===== src/rtl/axil_wb_pkg.sv =====
// Constants and types shared by the AXI-lite to Wishbone read and write bridges.
// Both bridges use the same response encodings.
package axil_wb_pkg;

  localparam logic [1:0] AXI_RESP_OKAY   = 2'b00;
  localparam logic [1:0] AXI_RESP_SLVERR = 2'b10;

  // RD_DRAIN marks every issued-but-unanswered read as failed after a bus error.
  typedef enum logic {
    RD_RUN   = 1'b0,
    RD_DRAIN = 1'b1
  } rd_state_e;

  function automatic logic [1:0] axi_resp(input logic err);
    if (err) begin
      return AXI_RESP_SLVERR;
    end else begin
      return AXI_RESP_OKAY;
    end
  endfunction

endpackage


===== src/rtl/wb_rsp_fifo.sv =====
// Response storage for the read bridge: synchronous write, asynchronous read.
// The owner keeps all pointer state, so this is a plain register file.
module wb_rsp_fifo #(
  parameter int LGFIFO = 3,
  parameter int WIDTH  = 33
) (
  input  logic              i_clk,
  input  logic              i_we,
  input  logic [LGFIFO-1:0] i_waddr,
  input  logic [WIDTH-1:0]  i_wdata,
  input  logic [LGFIFO-1:0] i_raddr,
  output logic [WIDTH-1:0]  o_rdata
);

  logic [WIDTH-1:0] mem_q [0:(1<<LGFIFO)-1];

  // Contents are deliberately not reset; validity is tracked by the owner's pointers.
  always_ff @(posedge i_clk) begin
    if (i_we) begin
      mem_q[i_waddr] <= i_wdata;
    end
  end

  assign o_rdata = mem_q[i_raddr];

endmodule


===== src/rtl/axil_rd2wbsp.sv =====
// AXI-lite read channel (AR/R) to pipelined Wishbone read master.
// In-order issue, up to 2^LGFIFO outstanding reads; bus errors become SLVERR.
module axil_rd2wbsp
  import axil_wb_pkg::*;
#(
  parameter int C_AXI_DATA_WIDTH = 32,
  parameter int C_AXI_ADDR_WIDTH = 28,
  parameter int LGFIFO           = 3,
  localparam int DW              = C_AXI_DATA_WIDTH,
  localparam int LSBS            = $clog2(C_AXI_DATA_WIDTH/8),
  localparam int AW              = C_AXI_ADDR_WIDTH - LSBS
) (
  input  logic                        i_clk,
  input  logic                        i_axi_reset_n,
  input  logic                        i_axi_arvalid,
  output logic                        o_axi_arready,
  input  logic [C_AXI_ADDR_WIDTH-1:0] i_axi_araddr,
  input  logic [2:0]                  i_axi_arprot,
  output logic                        o_axi_rvalid,
  input  logic                        i_axi_rready,
  output logic [DW-1:0]               o_axi_rdata,
  output logic [1:0]                  o_axi_rresp,
  output logic                        o_wb_cyc,
  output logic                        o_wb_stb,
  output logic [AW-1:0]               o_wb_addr,
  output logic [DW/8-1:0]             o_wb_sel,
  input  logic                        i_wb_ack,
  input  logic                        i_wb_stall,
  input  logic                        i_wb_err,
  input  logic [DW-1:0]               i_wb_data
);

  localparam int PW = LGFIFO + 1;
  localparam logic [PW-1:0] PTR_ONE = {{LGFIFO{1'b0}}, 1'b1};
  localparam logic [PW-1:0] DEPTH   = {1'b1, {LGFIFO{1'b0}}};

  rd_state_e     state_q, state_d;
  logic [PW-1:0] r_first_q, r_first_d;
  logic [PW-1:0] r_mid_q, r_mid_d;
  logic [PW-1:0] r_last_q, r_last_d;
  logic          stb_q, stb_d;
  logic [AW-1:0] addr_q, addr_d;

  logic          err_state_s;
  logic          full_s;
  logic          cyc_s;
  logic          wb_err_s;
  logic          ar_accept_s;
  logic          rsp_we_s;
  logic          rsp_err_s;
  logic          r_hs_s;
  logic [DW:0]   rsp_rd_s;
  logic          unused_s;

  assign err_state_s = (state_q == RD_DRAIN);
  assign full_s      = ((r_first_q - r_last_q) == DEPTH);
  assign cyc_s       = (r_first_q != r_mid_q) && !err_state_s;
  assign wb_err_s    = cyc_s && i_wb_err;

  // arready never looks at arvalid, so it cannot form a combinational loop upstream.
  assign o_axi_arready = (!stb_q || !i_wb_stall) && !full_s && !err_state_s && !wb_err_s;
  assign ar_accept_s   = i_axi_arvalid && o_axi_arready;

  assign rsp_we_s  = (cyc_s && (i_wb_ack || i_wb_err)) || (err_state_s && (r_mid_q != r_first_q));
  assign rsp_err_s = err_state_s || i_wb_err;

  assign o_axi_rvalid = (r_mid_q != r_last_q);
  assign r_hs_s       = o_axi_rvalid && i_axi_rready;

  // Error drain FSM next-state
  always_comb begin
    state_d = state_q;
    case (state_q)
      RD_RUN: begin
        if (wb_err_s) begin
          state_d = RD_DRAIN;
        end else begin
          state_d = RD_RUN;
        end
      end
      RD_DRAIN: begin
        if (r_mid_q == r_first_q) begin
          state_d = RD_RUN;
        end else begin
          state_d = RD_DRAIN;
        end
      end
      default: state_d = RD_RUN;
    endcase
  end

  // Request side: issue pointer, strobe and address
  always_comb begin
    r_first_d = r_first_q;
    stb_d     = stb_q;
    addr_d    = addr_q;
    if (ar_accept_s) begin
      r_first_d = r_first_q + PTR_ONE;
      stb_d     = 1'b1;
      addr_d    = i_axi_araddr[C_AXI_ADDR_WIDTH-1:LSBS];
    end else if (!i_wb_stall || wb_err_s) begin
      stb_d = 1'b0;
    end else begin
      stb_d = stb_q;
    end
  end

  // Response side: bus-return and AXI-return pointers advance independently
  always_comb begin
    r_mid_d  = r_mid_q;
    r_last_d = r_last_q;
    if (rsp_we_s) begin
      r_mid_d = r_mid_q + PTR_ONE;
    end else begin
      r_mid_d = r_mid_q;
    end
    if (r_hs_s) begin
      r_last_d = r_last_q + PTR_ONE;
    end else begin
      r_last_d = r_last_q;
    end
  end

  // State registers
  always_ff @(posedge i_clk or negedge i_axi_reset_n) begin
    if (!i_axi_reset_n) begin
      state_q   <= RD_RUN;
      r_first_q <= {PW{1'b0}};
      r_mid_q   <= {PW{1'b0}};
      r_last_q  <= {PW{1'b0}};
      stb_q     <= 1'b0;
      addr_q    <= {AW{1'b0}};
    end else begin
      state_q   <= state_d;
      r_first_q <= r_first_d;
      r_mid_q   <= r_mid_d;
      r_last_q  <= r_last_d;
      stb_q     <= stb_d;
      addr_q    <= addr_d;
    end
  end

  wb_rsp_fifo #(
    .LGFIFO (LGFIFO),
    .WIDTH  (DW + 1)
  ) u_rsp_fifo (
    .i_clk   (i_clk),
    .i_we    (rsp_we_s),
    .i_waddr (r_mid_q[LGFIFO-1:0]),
    .i_wdata ({i_wb_data, rsp_err_s}),
    .i_raddr (r_last_q[LGFIFO-1:0]),
    .o_rdata (rsp_rd_s)
  );

  assign o_axi_rdata = rsp_rd_s[DW:1];
  assign o_axi_rresp = axi_resp(rsp_rd_s[0]);

  assign o_wb_cyc  = cyc_s;
  assign o_wb_stb  = stb_q;
  assign o_wb_addr = addr_q;
  assign o_wb_sel  = {(DW/8){1'b1}};

  // Protection bits and sub-word address bits carry no meaning on this bus.
  assign unused_s = ^{i_axi_arprot, i_axi_araddr};

endmodule


===== config.mk =====
export PLATFORM = sky130hd
export DESIGN_NAME = axil_rd2wbsp
export DESIGN_NICKNAME = d
export VERILOG_FILES = /design/src/rtl/axil_wb_pkg.sv /design/src/rtl/wb_rsp_fifo.sv /design/src/rtl/axil_rd2wbsp.sv
export SDC_FILE = /design/constraint.sdc
export NUM_CORES = 1
export LEC_CHECK = 0
export CAP_MARGIN = 20
export CORE_MARGIN = 2
export CORE_UTILIZATION = 55
export CTS_BUF_LIST = sky130_fd_sc_hd__clkbuf_8
export DETAILED_ROUTE_END_ITERATION = 12
export PLACE_DENSITY = 0.85
export SYNTH_ARGS = -nofsm -noshare
export SYNTH_HDL_FRONTEND = slang
export SYNTH_SLANG_ARGS = --single-unit
export TNS_END_PERCENT = 1

===== constraint.sdc =====
create_clock -name i_clk -period 6.3 [get_ports i_clk]
set_clock_uncertainty 0.15 [all_clocks]
set_input_delay 1.26 -clock i_clk [delete_from_list [all_inputs] [get_ports i_clk]]
set_output_delay 1.26 -clock i_clk [all_outputs]
set_load 0.02 [all_outputs]

======== Word-level counts from Yosys, hierarchy flattened ========
Memories as Yosys holds them, arrays and structs flattened.
Cells that the tools add are included.
word-level totals
  memory bits (writable) .................. 264
  flip-flop bits (word level) ............. 40
  bits of input ports ..................... 70
  memories ................................ 1
operators by class
  add/sub/neg operators ................... 4
  equality and inequality tests ........... 5
  bitwise gates (word level) .............. 1
  mux-type cells .......................... 8
  reductions and logical operators ........ 20
memory list
  name              words  width  read ports  clocked after Yosys merged registers in  wr ports  line               source
  u_rsp_fifo.mem_q  8      33     1           0                                        1         wb_rsp_fifo.sv:15  logic [WIDTH-1:0] mem_q [0:(1<<LGFIFO)-1];
operator list
  operator                                                       count
  4-bit by 1-bit adder with 4-bit output, second input constant  3
  4-bit != test                                                  3
  1-bit logical AND                                              9
  1-bit 2-to-1 mux                                               6
  1-bit zero test                                                5
  1-bit logical OR                                               5
  4-bit == test                                                  1
  4-bit == test, second input constant                           1
  4-bit subtractor                                               1
  2-bit 2-to-1 mux                                               1
  1-bit case mux with 2 select lines                             1
  2-bit nonzero test                                             1
  1-bit inverter                                                 1

======== Longest topological paths before layout ========
  depth after elaboration ................. 8
  mapped depth ............................ 11

======== Cells and area by module ========
From an unflattened synthesis, not the netlist that was laid out.
unflattened totals
  cell total of the unflattened synthesis .. 532
  area, all modules ....................... 11,911.4 um^2
modules (own cells, without submodules)
  module        times used  seq. area each (um^2)  area each (um^2)  cells each
  wb_rsp_fifo   1           7,927.6                9,979.6           394
  axil_rd2wbsp  1           1,001.0                1,931.9           138

======== Worst setup path after synthesis ========
OpenSTA, ideal clock, no wires.
  path kind ............................... input port to flip-flop
  start point ............................. input i_wb_err
  end point ............................... memory u_rsp_fifo.mem_q[0][0], enable pin
  stages .................................. 4
  data required time ...................... 5,686 ps
  path buffers ............................ 0
  library setup time ...................... 464 ps
  data arrival time ....................... 4,031 ps
  setup slack ............................. 1,655 ps
  cells stage by stage .................... or2_2 > o21a_1 > nand2b_1 > nor3_1
on the way
  cells in the longest elaborated chain, start to end .. 5
RTL lines
  element                                 line                source
  start: declaration                      axil_rd2wbsp.sv:29  input logic i_wb_err,
  1-bit logical OR                        axil_rd2wbsp.sv:64  assign rsp_we_s = (cyc_s && (i_wb_ack || i_wb_err)) || (err_state_s && (r_mid_q != r_first_q));
  1-bit logical AND                       axil_rd2wbsp.sv:64
  1-bit logical OR                        axil_rd2wbsp.sv:64
  1-bit 2-to-1 mux                        wb_rsp_fifo.sv:19   if (i_we) begin
  1-bit 2-to-1 mux (not written as such)  wb_rsp_fifo.sv:20   mem_q[i_waddr] <= i_wdata;
  end: declaration                        wb_rsp_fifo.sv:15
Every way passes these cells.

======== Worst setup path in the final report ========
  start point ............................. register r_last_q[1]
  end point ............................... output o_axi_rdata[11]
on the way
  cells in the longest elaborated chain, start to end .. 1
RTL lines
  element                   line                 source
  start: declaration        axil_rd2wbsp.sv:40   logic [PW-1:0] r_last_q, r_last_d;
  start signal: assignment  axil_rd2wbsp.sv:130  r_last_q <= {PW{1'b0}};
  start signal: assignment  axil_rd2wbsp.sv:137  r_last_q <= r_last_d;
  memory 8 x 33 bit         --
  end: declaration          axil_rd2wbsp.sv:21   output logic [DW-1:0] o_axi_rdata,
Every way passes these cells.

==> metrics <==
cells on worst reg2reg path 7; status complete, no violations; Layout Nets 837; die area 22,800 um^2; worst-case clock buffer depth 3; Worst Tran Pin Value 1040 ps; Core ar. 21,200 um^2; Reg2Reg Launch Point r_last_q[1]; CP top delay family buffers and inverters; FF-to-FF End o_wb_addr[23]; number of DRC markers in iteration 0 537; grt total ovfl 0; Pwr Density 531 nW/um^2; first-pass GRT wire length 36,500 um; Final WS setup 1620 ps; setup_tns 0 ps; vias in the first global route 6,426; final std cells w/o fill 1,069; RSZ-0062 raised after global routing false; CTS Root Cell clkbuf_8; Post-DP HPWL 14,100 um; setup bufs post-CTS 0; final setup violation count 0; class of the most critical setup path flip-flop to primary output; Max Cap Violations 0; layout cells sized above 1 0.227; Layout area overhead 20.4%; Initial Utilization 0.563; dpl cells 988; CTS Sinks 304; chip height 151 um; cell taking the most area after synthesis edfxtp_1; crit-path cells buf_4 > mux4_2 > nand2_1 > nand2_1 > clkdlybuf4s50_1; fin. max-slew vios 0; PostCTS Resize Cnt 0; cts bufs inserted 46; port bufs 127; worst hold slack 357 ps; gpl congestion 0.747; Worst-path clk slew 60 ps; hold_buf cts 0; critical-path cell with the highest stage delay dfrtp_2; Worst Hold End o_wb_addr[10]; top-count cell post-synth edfxtp_1; synth cell count leaders 264 x edfxtp_1, 104 x nand2_1, 66 x mux4_2, 40 x dfrtp_1, 19 x mux2_4; Critical Path AT 3270 ps; fraction of registers with async set/reset 0.132; CP max stage delay 980 ps; CP Max Fanout 39; residual DRC count 0; YS warnings 0; ys flop type edfxtp_1; Post-synth EDFFs 264; Via density 5.69; Mapped Avg Cell Area 19.7 um^2; die width 151 um; I/O pins 138; Min Clock Period, post-route 4680 ps; drt total wl 24,100 um; headroom to the max-slew limit 0.305; mapped cell area 11,900 um^2; main area contributors after synthesis edfxtp_1 67%, mux4_2 12%, dfrtp_1 8.4%; pre-CTS setup slack 1980 ps; hold path startpoint o_wb_addr[10]; type of the most critical hold path flip-flop to flip-flop; final hold vios 0; DR WL/cell 22.5 um; DR vias 6,082; all-layer global routing usage 0.217; period utilization 0.743; H-tree levels 2; top-area cell type share of the netlist area 0.666; Peak Freq 0.214 GHz; #FFs+latches synth 304; largest net degree at the start of global routing 41; reg2reg setup slack 3070 ps; cells after synthesis 603; register area share after synthesis 0.750; CTS tree yes; crit path launch r_last_q[1]; CP required 4890 ps; crit path buf inv count 2; Antenna Nets Post-Route 0; Leakage 5.04 nW; VDD IR max 303 uV; ant diodes 0; Critical Path Sink Type primary output; nature of the critical path startpoint flip-flop; row count 53; initial antenna violation count 0; worst-skew pair later-pin latency 550 ps; Pre-antenna DRT Iters 5; cell mode on critical path nand2_1; hold path depth 1; count of different cell masters after synthesis 37
placed cells by master, fill, tap and decap left out, drive strengths merged, types with 2 or more instances in the layout:
cell,count
clkinv,22
nand4,3
edfxtp,264
conb,5
dfrtp,40
xnor2,14
nand2b,3
bufinv,2
mux4,66
a21oi,3
and3,2
nor2,8
ha,6
clkbuf,48
nand3,2
xor2,5
nor3,4
nand2,104
buf,14
clkdlybuf4s50,126
inv,13
mux2,29
final cells by class:
type / count / area (um^2)
flip-flops and latches: 304 / 8930
fillers: 1284 / 6820
multi-input cells: 264 / 2820
repair buffers: 140 / 1360
clock buffers: 48 / 661
well taps: 275 / 344
clock inverters: 33 / 186
inverters: 5 / 18.8
how the worst max path moves through the flow:
stage,to,slack [ps],cells after the start
final,o_axi_rdata[11],1620,5
after floorplan,u_rsp_fifo.mem_q[0][0],1650,4
after global placement,o_axi_arready,1990,4
after detailed placement,o_axi_arready,1980,4
after global routing,o_axi_rdata[12],1440,5
after CTS,o_axi_rdata[26],1570,5
sequential cells by signal, indices dropped and copies added (netlist names):
signal and cells:
r_last_q 4, r_first_q 4, r_mid_q 4, err_state_s 1, o_wb_stb 1, u_rsp_fifo.mem_q 264
o_wb_addr 26
kinds of logic after synthesis:
kind of cell | Yosys count | share of synthesized area
flip-flops | 304 | 0.750
AND/OR/NAND/NOR | 132 | 0.0469
multiplexers | 95 | 0.158
buffers and inverters | 38 | 0.0176
XOR/XNOR | 19 | 0.0140
AO/OA/AOI/OAI | 7 | 0.00620
adder cells (fa/ha/maj) | 6 | 0.00631
other | 2 | 0.000631
where the power goes:
group          internal [mW]  switching [mW]  total (mW)
registers               2.87           0.330        3.20
logic                   1.37            1.56        2.93
clock network          0.786           0.703        1.49
total                   5.02            2.60        7.61
metrics by stage:
| stage | area, um^2 | utilization | power (mW) |
|---|---|---|---|
| after floorplan | 11900 | - | 4.97 |
| after global routing | 14300 | 0.677 | 7.98 |
| after global placement | 13500 | 0.637 | 6.03 |
| after CTS | 14300 | 0.677 | 7.69 |
| after detailed placement | 13500 | 0.637 | 6.19 |
| final | 14300 | 0.677 | 7.61 |
routing by layer:
layer | GRT usage | part of all wire | up-vias | wire, um
met1 | 0.279 | 0.38 | 3099 | 9250
met3 | 0.0503 | 0.075 | 56 | 1800
met2 | 0.369 | 0.51 | 269 | 12400
met4 | 0.0748 | 0.027 | 0 | 639
li1 | - | - | 2658 | -
met5 | 0 | 0 | - | 0
Note: power is estimated with default switching activity, not from simulation.
